File: src/rtl/gray2bin_sync_gray2bin.sv
// Combinational gray-to-binary converter.
// Each binary bit is the XOR of all gray bits at or above its position.
module gray2bin #(
  parameter int WIDTH = 32
) (
  input  logic [WIDTH-1:0] gray_in,
  output logic [WIDTH-1:0] bin_out
);

  // Reduction XOR over the upper slice keeps every bit independent of the
  // others, so no combinational chain through bin_out itself is formed.
  generate
    for (genvar gi = 0; gi < WIDTH; gi++) begin : g_bit
      assign bin_out[gi] = ^gray_in[WIDTH-1:gi];
    end
  endgenerate

endmodule

File: src/rtl/gray2bin_sync.sv
// Synchronizes a foreign-domain gray count, converts it to binary, and
// reports per-change deltas plus a sticky flag for illegal multi-bit jumps.
module gray2bin_sync #(
  parameter int WIDTH       = 32,
  parameter int SYNC_STAGES = 2
) (
  input  logic             clk,
  input  logic             nrst,
  input  logic [WIDTH-1:0] gray_in,
  input  logic             err_clr,
  output logic [WIDTH-1:0] bin_out,
  output logic             valid,
  output logic             upd,
  output logic [WIDTH-1:0] delta,
  output logic             err
);

  localparam int CNT_W = $clog2(SYNC_STAGES + 1);

  localparam logic [1:0] FILL  = 2'd0;
  localparam logic [1:0] PRIME = 2'd1;
  localparam logic [1:0] RUN   = 2'd2;

  generate
    if (SYNC_STAGES < 2) begin : g_bad_param
      $error("gray2bin_sync: SYNC_STAGES must be at least 2");
    end
  endgenerate

  (* ASYNC_REG = "TRUE" *) logic [WIDTH-1:0] sync_q [SYNC_STAGES];
  logic [WIDTH-1:0] sync_d [SYNC_STAGES];

  logic [1:0]       state_q, state_d;
  logic [CNT_W-1:0] fill_cnt_q, fill_cnt_d;
  logic [WIDTH-1:0] gray_prev_q, gray_prev_d;
  logic [WIDTH-1:0] bin_q, bin_d;
  logic [WIDTH-1:0] delta_q, delta_d;
  logic             valid_q, valid_d;
  logic             upd_q, upd_d;
  logic             err_q, err_d;

  logic [WIDTH-1:0] gray_s;
  logic [WIDTH-1:0] bin_s;
  logic [WIDTH-1:0] flip;
  logic             changed;
  logic             multi_flip;

  assign gray_s = sync_q[SYNC_STAGES-1];

  gray2bin #(
    .WIDTH (WIDTH)
  ) u_gray2bin (
    .gray_in (gray_s),
    .bin_out (bin_s)
  );

  // Shift the asynchronous input down the synchronizer chain.
  always_comb begin
    sync_d[0] = gray_in;
    for (int i = 1; i < SYNC_STAGES; i++) begin
      sync_d[i] = sync_q[i-1];
    end
  end

  // Synchronizer flops; only the last stage is ever used by logic.
  always_ff @(posedge clk or negedge nrst) begin
    if (!nrst) begin
      for (int i = 0; i < SYNC_STAGES; i++) begin
        sync_q[i] <= '0;
      end
    end else begin
      sync_q <= sync_d;
    end
  end

  // A change is legal only when exactly one bit flips; x & (x-1) is nonzero
  // precisely when more than one bit of x is set.
  assign flip       = gray_s ^ gray_prev_q;
  assign changed    = (flip != '0);
  assign multi_flip = ((flip & (flip - 1'b1)) != '0);

  // Sequencing: let the chain fill, prime the reference, then track changes.
  always_comb begin
    state_d     = state_q;
    fill_cnt_d  = fill_cnt_q;
    gray_prev_d = gray_prev_q;
    bin_d       = bin_q;
    delta_d     = delta_q;
    valid_d     = valid_q;
    upd_d       = 1'b0;
    err_d       = err_q;

    if (err_clr) begin
      err_d = 1'b0;
    end

    case (state_q)
      FILL: begin
        valid_d = 1'b0;
        err_d   = 1'b0;
        if (fill_cnt_q == CNT_W'(SYNC_STAGES - 1)) begin
          state_d = PRIME;
        end else begin
          fill_cnt_d = fill_cnt_q + 1'b1;
        end
      end
      PRIME: begin
        gray_prev_d = gray_s;
        bin_d       = bin_s;
        valid_d     = 1'b1;
        state_d     = RUN;
      end
      RUN: begin
        if (changed) begin
          gray_prev_d = gray_s;
          bin_d       = bin_s;
          delta_d     = bin_s - bin_q;
          upd_d       = 1'b1;
          if (multi_flip) begin
            err_d = 1'b1;
          end
        end
      end
      default: begin
        state_d = FILL;
      end
    endcase
  end

  // Control and datapath state registers.
  always_ff @(posedge clk or negedge nrst) begin
    if (!nrst) begin
      state_q     <= FILL;
      fill_cnt_q  <= '0;
      gray_prev_q <= '0;
      bin_q       <= '0;
      delta_q     <= '0;
      valid_q     <= 1'b0;
      upd_q       <= 1'b0;
      err_q       <= 1'b0;
    end else begin
      state_q     <= state_d;
      fill_cnt_q  <= fill_cnt_d;
      gray_prev_q <= gray_prev_d;
      bin_q       <= bin_d;
      delta_q     <= delta_d;
      valid_q     <= valid_d;
      upd_q       <= upd_d;
      err_q       <= err_d;
    end
  end

  assign bin_out = bin_q;
  assign valid   = valid_q;
  assign upd     = upd_q;
  assign delta   = delta_q;
  assign err     = err_q;

endmodule

File: config.mk
export PLATFORM = sky130hd
export DESIGN_NAME = gray2bin_sync
export DESIGN_NICKNAME = d
export VERILOG_FILES = /design/src/rtl/gray2bin_sync_gray2bin.sv /design/src/rtl/gray2bin_sync.sv
export SDC_FILE = /design/constraint.sdc
export NUM_CORES = 1
export LEC_CHECK = 0
export BUFFER_PORTS_ARGS = -buffer_cell sky130_fd_sc_hd__buf_2
export CORE_AREA = 8 8 135 137
export CTS_BUF_LIST = sky130_fd_sc_hd__clkbuf_4
export DETAILED_ROUTE_END_ITERATION = 16
export DIE_AREA = 0 0 143 145
export PLACE_DENSITY = 0.8
export SKIP_CTS_REPAIR_TIMING = 1
export SLEW_MARGIN = 15
export SYNTH_ARGS = -nofsm -noshare
export SYNTH_HDL_FRONTEND = slang
export SYNTH_HIERARCHICAL = 1
export SYNTH_SLANG_ARGS = --single-unit
File: constraint.sdc
create_clock -name clk -period 4.46 [get_ports clk]
set_input_delay 0.892 -clock clk [delete_from_list [all_inputs] [get_ports clk]]
set_output_delay 0.892 -clock clk [all_outputs]
set_load 0.02 [all_outputs]
==> out/metrics.csv <==
stage,metric,value,unit
final_layout,drive_gt1_frac,0.271,
yosys,syn_inst,772,
min_path,min_path_type,in -> async,
routing,drc,0,
routing,vias,5952,
yosys,synth_top_area_share,0.482,
yosys,yosys-mux-area-fraction,0.0613,
yosys,syn_area,8680,um2
pwr,p_clk_frac,0.107,
pwr,ir_drop,0.411,mV
yosys,yosys.area_share.simple,0.106,
worst_setup_path,crit_arrival,4870,ps
worst_setup_path,worst_path_max_delay_cell,or4_1,
outcome,status,"finished, final reports clean",
worst_setup_path,rr_endpoint,delta[31]$_DFFE_PN0P_,
routing,vias_per_cell,5.17,
global_route,grt_pass1_vias,5783,
global_route,grt_pass1_wl,29000,um
final_layout,fill_cells,1303,
timing,final.setup.worst_slack,111,ps
cts,cts_buffer_depth,2,
timing,final.setup_skew,26.9,ps
cts,htree_num_levels,4,
global_route,gr-usage-all-layers,0.175,
final_layout,final_nets,986,
final_layout,fin_cells,1152,
yosys,synthAdderAreaFrac,0.0542,
floorplan,num_rows,47,
cts,cts_tree,done,
worst_setup_path,endpoint_kind,flop,
timing,fmax,230,MHz
pwr,leakagePower,4.88,nW
worst_setup_path,setup.worst_path.start_class,flop,
final_layout,fin_area,10100,um2
pwr,p_sw_frac,0.439,
timing,setup_tns,0,ps
floorplan,pin_count,102,
yosys,ys_warn_count,6,
routing,wire_per_inst,15.3,um
pwr,power.internal,4.85,mW
global_route,grt_start_max_net_pins,101,
yosys,avgSynthCellArea,11.2,um2
cts,clkTransAtPathRegs,160,ps
yosys,synthDistinctLibCells,68,
placement,dp_hpwl,13300,um
placement,io_buffer_count,101,
worst_setup_path,r2r_cells,16,
worst_setup_path,critical_path_required,4980,ps
timing,fin_crit_sh,0.975,
pwr,p_per_area,855,nW/um2
floorplan,core_area,16200,um2
yosys,synth_nets,840,
worst_setup_path,worstPathCellList,xnor3_1 -> xnor3_2 -> xnor3_1 -> buf_6 -> inv_8 -> xnor3_1 -> ha_4 -> o21a_1 -> o31a_1 -> o211ai_1 -> a21oi_2 -> o21ai_2 -> a311oi_1 -> or4_1 -> o211a_1 -> o2bb2ai_1,
yosys,synth_xor_area_frac,0.144,
timing,finalCriticalPeriod,4350,ps
routing,drt_pre_antenna_iters,5,
floorplan,die_area,20700,um2
pwr,p_comb_frac,0.649,
floorplan,dieHeight,145,um
floorplan,die_x,143,um
yosys,synth_edf_count,0,
placement,place_inst,1109,
worst_setup_path,max_stage_delay,490,ps
timing,hold_viol_final,0,
pwr,switchingPower,3.80,mW
timing,slew_viol_final,0,
cts,worstSkewPairLatency,590,ps
worst_setup_path,cp_max_fo,8,
worst_setup_path,criticalPathCategory,reg -> reg,
yosys,ys_ff_latch,167,
placement,dpl_worst_slack,-102,ps
placement,routabilityCongestion,0.909,
global_route,antenna_found_initial,1,
routing,routed_wl,17700,um
timing,slew_headroom,0.583,
floorplan,initial_utilization,0.537,
timing,setup_viol,0,
final_layout,area_growth,16.7,%
yosys,synth_common_cells,"dfrtp_1, nand2_1, xnor2_1",
yosys,synth_flop_cell,dfrtp_1,
worst_setup_path,reg2reg_slack,110,ps
yosys,async_flop_share,1.00,
yosys,synth_area_leaders,"dfrtp_1, mux2_4, xnor2_1",
global_route,gr-total-overflow,0,
placement,place_area,9620,um2
yosys,yosysTopAreaCell,dfrtp_1,
cts,numClockSinks,167,
run,cap_violations,0,
timing,tightest_slew,625,ps
timing,fin_hold_ws,277,ps
routing,drt-initial-drc-count,393,
worst_setup_path,rr_startpoint,gray_s[21]$_DFF_PN0_,
yosys,synth.most_common_cell,dfrtp_1,
yosys,synth_compound_area_frac,0.115,
yosys,synth_top_family_by_area,XOR/XNOR gates,
pwr,seq_power_share,0.244,
worst_setup_path,critPathMostFrequentCell,xnor3_1,
cts,cts_buffers,17,
yosys,yosysSeqAreaShare,0.482,
cts,cts_root_buffer,clkbuf_4,
routing,antenna_left,0,
==> area by class of cell <==
class | instances | area (um2) | area share
Inverter | 44 | 173 | 0.0171
Antenna cell | 1 | 2.50 | 0.000247
Timing Repair Buffer | 151 | 903 | 0.0892
Tap cell | 220 | 275 | 0.0272
Clock inverter | 14 | 164 | 0.0162
Sequential cell | 167 | 4180 | 0.413
Multi-Input combinational cell | 537 | 4290 | 0.424
Clock buffer | 18 | 135 | 0.0133
==> through the flow <==
step                      power, mW  utilization
final                          8.66        0.626
after floorplan                6.03            -
after CTS                      8.45        0.614
after global placement         7.37        0.595
after global routing           9.41        0.626
after detailed placement       7.50        0.595
==> cells in the final DEF (no fill, tap or decap), types with 7 or more instances in the layout <==
cell type / synthesis / final
nor3_1: 14 / 14
a21oi_1: 22 / 20
mux2_4: 34 / 34
nand2_1: 90 / 90
inv_1: 42 / 42
o31ai_1: 7 / 7
xnor2_1: 58 / 54
o21ai_1: 32 / 34
buf_4: 2 / 48
nand2b_1: 7 / 7
clkbuf_4: 0 / 18
xnor3_1: 12 / 9
nor2_1: 22 / 22
inv_6: 0 / 7
xor2_1: 38 / 36
nand3_1: 13 / 13
dfrtp_1: 167 / 167
o21ai_0: 41 / 38
buf_2: 8 / 100
ha_1: 32 / 28
a21o_1: 12 / 12
==> worst max-delay path: cells and delay by family, from the launching register on <==
family          cells  cell delay [ps]
flops               1              420
simple gates        1              490
fa+ha+maj           1              260
buf+inv             2              230
compound gates      8             1390
xor+xnor            4             1500
==> state kept, by name (all words and copies together), names as in the netlist <==
name / cells
valid: 1
upd: 1
gray_prev_q: 32
gray_s: 32
sync_q: 32
bin_out: 32
err: 1
state_q: 2
fill_cnt_q: 2
delta: 32
==> metal layers <==
metal	vias up	wire, um	track usage
met5	-	0	0
met4	0	354	0.0633
met3	31	875	0.0394
met2	153	8100	0.266
met1	2804	8350	0.241
li1	2964	-	-
==> kinds of logic (layout without fill, tap and decap cells) <==
kind of cell / count (synthesis) / count (layout)
muxes: 36 / 36
and+or+nand+nor: 188 / 188
DFF: 167 / 167
adders and majority gates: 38 / 38
buffers and inverters: 68 / 227
xor gates and xnor gates: 114 / 114
other: 0 / 1
AOI/OAI and AO/OA: 161 / 161
==> power by group through the flow <==
stage                     combinational, mW  sequential (mW)  clock, mW
after global routing                   6.23             2.15       1.02
after floorplan                        3.57             2.46          0
after detailed placement               5.35             2.15          0
after CTS                              5.38             2.12      0.955
after global placement                 5.24             2.13          0
final                                  5.62             2.11      0.929
==> worst max path at each step <==
stage                                     from                     to  slack [ps]  cells past startpoint
after floorplan           gray_s[30]$_DFF_PN0_  delta[30]$_DFFE_PN0P_          40                     16
after global placement    gray_s[23]$_DFF_PN0_  delta[31]$_DFFE_PN0P_         -10                     16
after detailed placement  gray_s[24]$_DFF_PN0_  delta[31]$_DFFE_PN0P_        -100                     16
after CTS                 gray_s[24]$_DFF_PN0_  delta[31]$_DFFE_PN0P_        -150                     16
after global routing      gray_s[13]$_DFF_PN0_  delta[31]$_DFFE_PN0P_         -40                     14
final                     gray_s[21]$_DFF_PN0_  delta[31]$_DFFE_PN0P_         110                     16
Note: power is estimated with default switching activity, not from simulation.
